[src/rtl/pipeline_stage.sv]
// Valid/ready pipeline register with an optional two-entry skid buffer and a
// halt/freeze control that stalls all entry state while keeping the halt flag live.
module pipeline_stage #(
  parameter int DATA_W   = 16,
  parameter int NUM_DATA = 5,
  parameter int FLAG_W   = 16,
  parameter int SKID     = 1
) (
  input  logic                       clock,
  input  logic                       reset,
  input  logic                       exec,
  input  logic                       halt_cmd,
  input  logic                       enable,
  input  logic                       flush,
  input  logic                       in_valid,
  output logic                       in_ready,
  input  logic [NUM_DATA*DATA_W-1:0] in_data,
  input  logic [FLAG_W-1:0]          in_flags,
  output logic                       out_valid,
  input  logic                       out_ready,
  output logic [NUM_DATA*DATA_W-1:0] out_data,
  output logic [FLAG_W-1:0]          out_flags,
  output logic                       halted,
  output logic [1:0]                 occupancy
);

  localparam int  WORDS_W  = NUM_DATA * DATA_W;
  localparam bit  HAS_SKID = (SKID != 0);

  logic               halted_q,  halted_d;
  logic               m_valid_q, m_valid_d;
  logic [WORDS_W-1:0] m_data_q,  m_data_d;
  logic [FLAG_W-1:0]  m_flags_q, m_flags_d;
  logic               s_valid_q, s_valid_d;
  logic [WORDS_W-1:0] s_data_q,  s_data_d;
  logic [FLAG_W-1:0]  s_flags_q, s_flags_d;

  logic freeze;
  logic accept;
  logic pop;

  // An exec pulse while halted unfreezes the stage in that same cycle.
  always_comb begin
    freeze    = (halted_q ^ exec) | halt_cmd | ~enable;
    out_valid = m_valid_q & ~freeze & ~flush;
    if (HAS_SKID) begin
      in_ready = ~s_valid_q & ~freeze & ~flush;
    end else begin
      in_ready = (~m_valid_q | out_ready) & ~freeze & ~flush;
    end
    accept = in_valid & in_ready;
    pop    = out_valid & out_ready;
  end

  always_comb begin
    if (exec) begin
      halted_d = ~halted_q;
    end else if (halt_cmd) begin
      halted_d = 1'b1;
    end else begin
      halted_d = halted_q;
    end
  end

  // Empty entries always carry zero data, so out_data needs no output mask.
  always_comb begin
    // NOTE: every next-state signal gets a hold default first so no branch leaves it unassigned (no latches).
    m_valid_d = m_valid_q;
    m_data_d  = m_data_q;
    m_flags_d = m_flags_q;
    s_valid_d = s_valid_q;
    s_data_d  = s_data_q;
    s_flags_d = s_flags_q;

    if (!freeze) begin
      if (flush) begin
        m_valid_d = 1'b0;
        m_data_d  = '0;
        m_flags_d = '0;
        s_valid_d = 1'b0;
        s_data_d  = '0;
        s_flags_d = '0;
      end else if (!m_valid_q) begin
        if (accept) begin
          m_valid_d = 1'b1;
          m_data_d  = in_data;
          m_flags_d = in_flags;
        end
      end else if (!s_valid_q) begin
        if (pop && accept) begin
          m_data_d  = in_data;
          m_flags_d = in_flags;
        end else if (pop) begin
          m_valid_d = 1'b0;
          m_data_d  = '0;
          m_flags_d = '0;
        end else if (accept && HAS_SKID) begin
          s_valid_d = 1'b1;
          s_data_d  = in_data;
          s_flags_d = in_flags;
        end
      end else if (pop) begin
        m_valid_d = 1'b1;
        m_data_d  = s_data_q;
        m_flags_d = s_flags_q;
        s_valid_d = 1'b0;
        s_data_d  = '0;
        s_flags_d = '0;
      end
    end
  end

  always_ff @(posedge clock) begin
    // NOTE: data registers are reset too, because empty entries must read back as zero.
    if (reset) begin
      halted_q  <= 1'b0;
      m_valid_q <= 1'b0;
      m_data_q  <= '0;
      m_flags_q <= '0;
      s_valid_q <= 1'b0;
      s_data_q  <= '0;
      s_flags_q <= '0;
    end else begin
      // NOTE: non-blocking assignments so every flop samples the pre-edge values.
      halted_q  <= halted_d;
      m_valid_q <= m_valid_d;
      m_data_q  <= m_data_d;
      m_flags_q <= m_flags_d;
      s_valid_q <= s_valid_d;
      s_data_q  <= s_data_d;
      s_flags_q <= s_flags_d;
    end
  end

  assign out_data  = m_data_q;
  assign out_flags = m_flags_q;
  assign halted    = halted_q;
  assign occupancy = {1'b0, m_valid_q} + {1'b0, s_valid_q};

endmodule

[config.mk]
export PLATFORM = sky130hd
export DESIGN_NAME = pipeline_stage
export DESIGN_NICKNAME = d
export VERILOG_FILES = /design/src/rtl/pipeline_stage.sv
export SDC_FILE = /design/constraint.sdc
export NUM_CORES = 1
export LEC_CHECK = 0
export CORE_MARGIN = 5
export CORE_UTILIZATION = 25
export DETAILED_ROUTE_END_ITERATION = 10
export PLACE_DENSITY = 0.46
export SYNTH_ARGS = -nofsm -noshare
export SYNTH_HDL_FRONTEND = slang
export SYNTH_SLANG_ARGS = --single-unit
export TNS_END_PERCENT = 5
[constraint.sdc]
create_clock -name clock -period 2.5 [get_ports clock]
set_input_delay 0.5 -clock clock [delete_from_list [all_inputs] [get_ports clock]]
set_output_delay 0.5 -clock clock [all_outputs]
set_load 0.005 [all_outputs]
==> reports/results.tsv <==
stage	metric	value	unit
final_layout	most frequent cells in the layout	clkdlybuf4s50_1, dfxtp_1, nor2_1	
routing	Post-Route WL	23500	µm
logic_synthesis	prevailing post-synth register cell	dfxtp_1	
min_path	WHS Path Cells	1	
routing	DRT Pass-1 Iters	4	
timing	Final min period	2.476	ns
logic_synthesis	asr flop ratio synth	0	%
logic_synthesis	Yosys warnings	0	
logic_synthesis	compound-cell area share of the yosys netlist	25.55	%
clocking	Skew-Pair Late Insertion Delay	0.43	ns
power	sequential group share of total power	48.0	%
critical_path	worst reg2reg path endpoint	out_data[34]	
floorplan	Total Die Area	32080	µm²
logic_synthesis	adder-cell share of the synthesized area	0.3500	%
logic_synthesis	area of the mapped netlist	7151	µm²
timing	RSZ-0062 raised after global routing	true	
clocking	hold buffers post-CTS	0	
timing	# setup viols final	0	
final_layout	Design Area, Final	10280	µm²
grt	pin count of the biggest net entering global routing	52	
grt	vias in the first global route	6306	
timing	period utilisation layout	99.04	%
place	Placement Cell Area	9708	µm²
floorplan	die width	179.1	µm
final_layout	Final Util	36.11	%
floorplan	die height	179.1	µm
critical_path	Reg2Reg Depth	7	
logic_synthesis	number of synthesized flops with an enable pin	0	
critical_path	r2r setup slk	0.35	ns
power	Pwr Density	658.9	nW/µm²
clocking	H-tree levels	4	
job	maxcap violations	0	
floorplan	row cnt	62	
logic_synthesis	largest family of logic cells by synthesized area	compound AO/OA/AOI/OAI gates	
routing	vias per cell	4.859	
clocking	total CTS buffers	17	
min_path	Hold Startpoint	s_flags_q[10]	
timing	skew final	0.01118	ns
power	switching pwr	1761	µW
place	GP Congestion	0.6866	
grt	initial antenna violation count	2	
logic_synthesis	syn nets	794	
critical_path	worst reg2reg startpoint	halted	
critical_path	crit path launch type	primary input	
timing	Max transition margin	54.74	%
final_layout	area grow syn2layout	43.78	%
critical_path	WS Path Type	primary input to output port	
final_layout	number of antenna diodes	0	
status	status	complete, no violations	
floorplan	initial cell density of the core	25.12	%
clocking	cell at the root of the clock tree	clkbuf_16	
grt	GR Overflow Total	0	
place	post-DP HPWL	14400	µm
place	Placement Setup Slack	-0.3932	ns
power	Pint	5014	µW
logic_synthesis	simple-gate area share of the yosys netlist	13.40	%
logic_synthesis	post-synthesis sequential area ratio	54.59	%
logic_synthesis	Seq cells post-synth	195	
routing	Final ANT Viol Nets	0	
critical_path	CP Data Arrival Time	1.98	ns
routing	wire per inst	18.62	µm
power	Power, Total	6775	µW
power	worst vdd ir	327.5	µV
routing	Remaining DRCs	0	
critical_path	Crit. End Element	output port	
clocking	clock tree buffer depth	2	
place	PortBufs	204	
timing	Final Max Slew Viols	0	
final_layout	FILL cells	2873	
power	switching share of power	25.99	%
final_layout	layout cells sized above 1	9.795	%
power	Comb pwr share	12.2	%
grt	first-pass GRT wire length	36940	µm
clocking	CTS clock-pin slew for the worst setup and hold paths	0.07	ns
timing	Fmax	0.4039	GHz
clocking	clk sink count	195	
critical_path	CP required	2.00	ns
final_layout	fin nets	972	
min_path	min-delay worst type	flip-flop to flip-flop	
critical_path	maximum net fanout on the critical path	3	
floorplan	Ports	205	
logic_synthesis	Avg Synthesized Cell Area	10.39	µm²
power	Leakage	0.003723	µW
routing	Via Count	6132	
timing	worst slew pin tran	0.6788	ns
logic_synthesis	Post-Synth XOR/XNOR Area	0	%
min_path	Hold EP	s_flags_q[10]	
grt	Tot GR Track Use	14.63	%
logic_synthesis	Syn Inst Count	688	
timing	final hold vios	0	
clocking	TritonCTS clock tree	yes	
logic_synthesis	mux share of post-synthesis cell area	0	%
power	clock network power share	39.8	%
routing	Iter 0 DRT Violations	319	
timing	crit path setup slack, layout	0.02396	ns
floorplan	core box area	28470	µm²
final_layout	most common cell after layout, fill and taps aside	clkdlybuf4s50_1	
logic_synthesis	library cells used by synthesis	31	
area by class of cell:
class,count,area (µm²),area share (%)
Clock buffer,19,452.9,4.406
Clock inverter,12,118.9,1.156
Multi-Input combinational cell,416,2859,27.81
Inverter,1,3.754,0.03651
Timing Repair Buffer,235,2462,23.95
Sequential cell,195,3904,37.97
Tap cell,384,480.5,4.673
power by group through the flow:
| stage | sequential (µW) | clock (µW) | combinational (µW) |
|---|---|---|---|
| 6_report | 3250 | 2700 | 826 |
| 5_1_grt | 3260 | 2930 | 904 |
| 4_1_cts | 3250 | 2810 | 838 |
| 3_5_place_dp | 3320 | 0 | 832 |
| 3_3_place_gp | 3320 | 0 | 832 |
| 2_1_floorplan | 3320 | 0 | 311 |
state kept, by name (all words and copies together), names as in the netlist:
signal,count
halted,1
s_data_q,80
out_flags,16
out_data,80
s_flags_q,16
s_valid_q,1
m_valid_q,1
logic make-up after synthesis:
group / count (synthesis)
buf+inv: 77
flops: 195
fa+ha+maj: 2
compound gates: 204
simple gates: 210
timing repair:
| action | CTS | global route |
|---|---|---|
| endpoints found under the setup margin | 2 | 2 |
| buffers inserted | 0 | 0 |
| pin swaps | 2 | 1 |
| gates resized for setup | 9 | 1 |
critical path, stage by stage:
cell             delay, ns
clkdlybuf4s50_1       0.49
ha_1                  0.25
or3b_4                0.44
nor3_4                0.15
buf_2                 0.15
per-layer routing:
| layer | share of wire, % | wire (µm) | GRT usage, % |
|---|---|---|---|
| met1 | 49 | 11490 | 21.12 |
| met2 | 42 | 9897 | 21.14 |
| met3 | 8.0 | 1881 | 4.639 |
| met4 | 0.89 | 210 | 3.586 |
| met5 | 0.089 | 21 | 0 |
through the flow:
stage / cells / setup TNS (ns) / hold WS, ns
3_3_place_gp: 1231 / -32.12 / 0.4564
6_report: 1262 / 0 / 0.4780
4_1_cts: 1262 / 0 / 0.4797
3_5_place_dp: 1231 / -40.02 / 0.4551
5_1_grt: 1262 / -0.03597 / 0.4887
2_1_floorplan: 688 / 0 / 0.4432
worst max-delay path by stage:
| stage | startpoint | to | slack, ns | cells past startpoint |
|---|---|---|---|---|
| floorplan | exec | s_data_q[39] | 0.32 | 7 |
| CTS | exec | in_ready | 0.002 | 5 |
| finish | exec | out_valid | 0.02 | 5 |
| global placement | exec | in_ready | -0.36 | 5 |
| global route | exec | out_valid | -0.04 | 5 |
| detailed placement | exec | out_valid | -0.39 | 5 |
synthesized netlist by cell type (2+ instances only):
cell	instances	area (µm²)
dfxtp_1	195	3904
ha_1	2	25.02
buf_2	28	140.1
a21oi_1	3	15.01
buf_6	13	146.4
a221oi_1	86	753.2
nor2_1	103	386.6
nor3_1	97	485.5
a221oi_2	10	150.1
nor3b_1	2	15.01
buf_4	4	30.03
clkbuf_1	30	112.6
nor2b_1	2	12.51
a22o_1	96	840.8
Note: power is estimated with default switching activity, not from simulation.
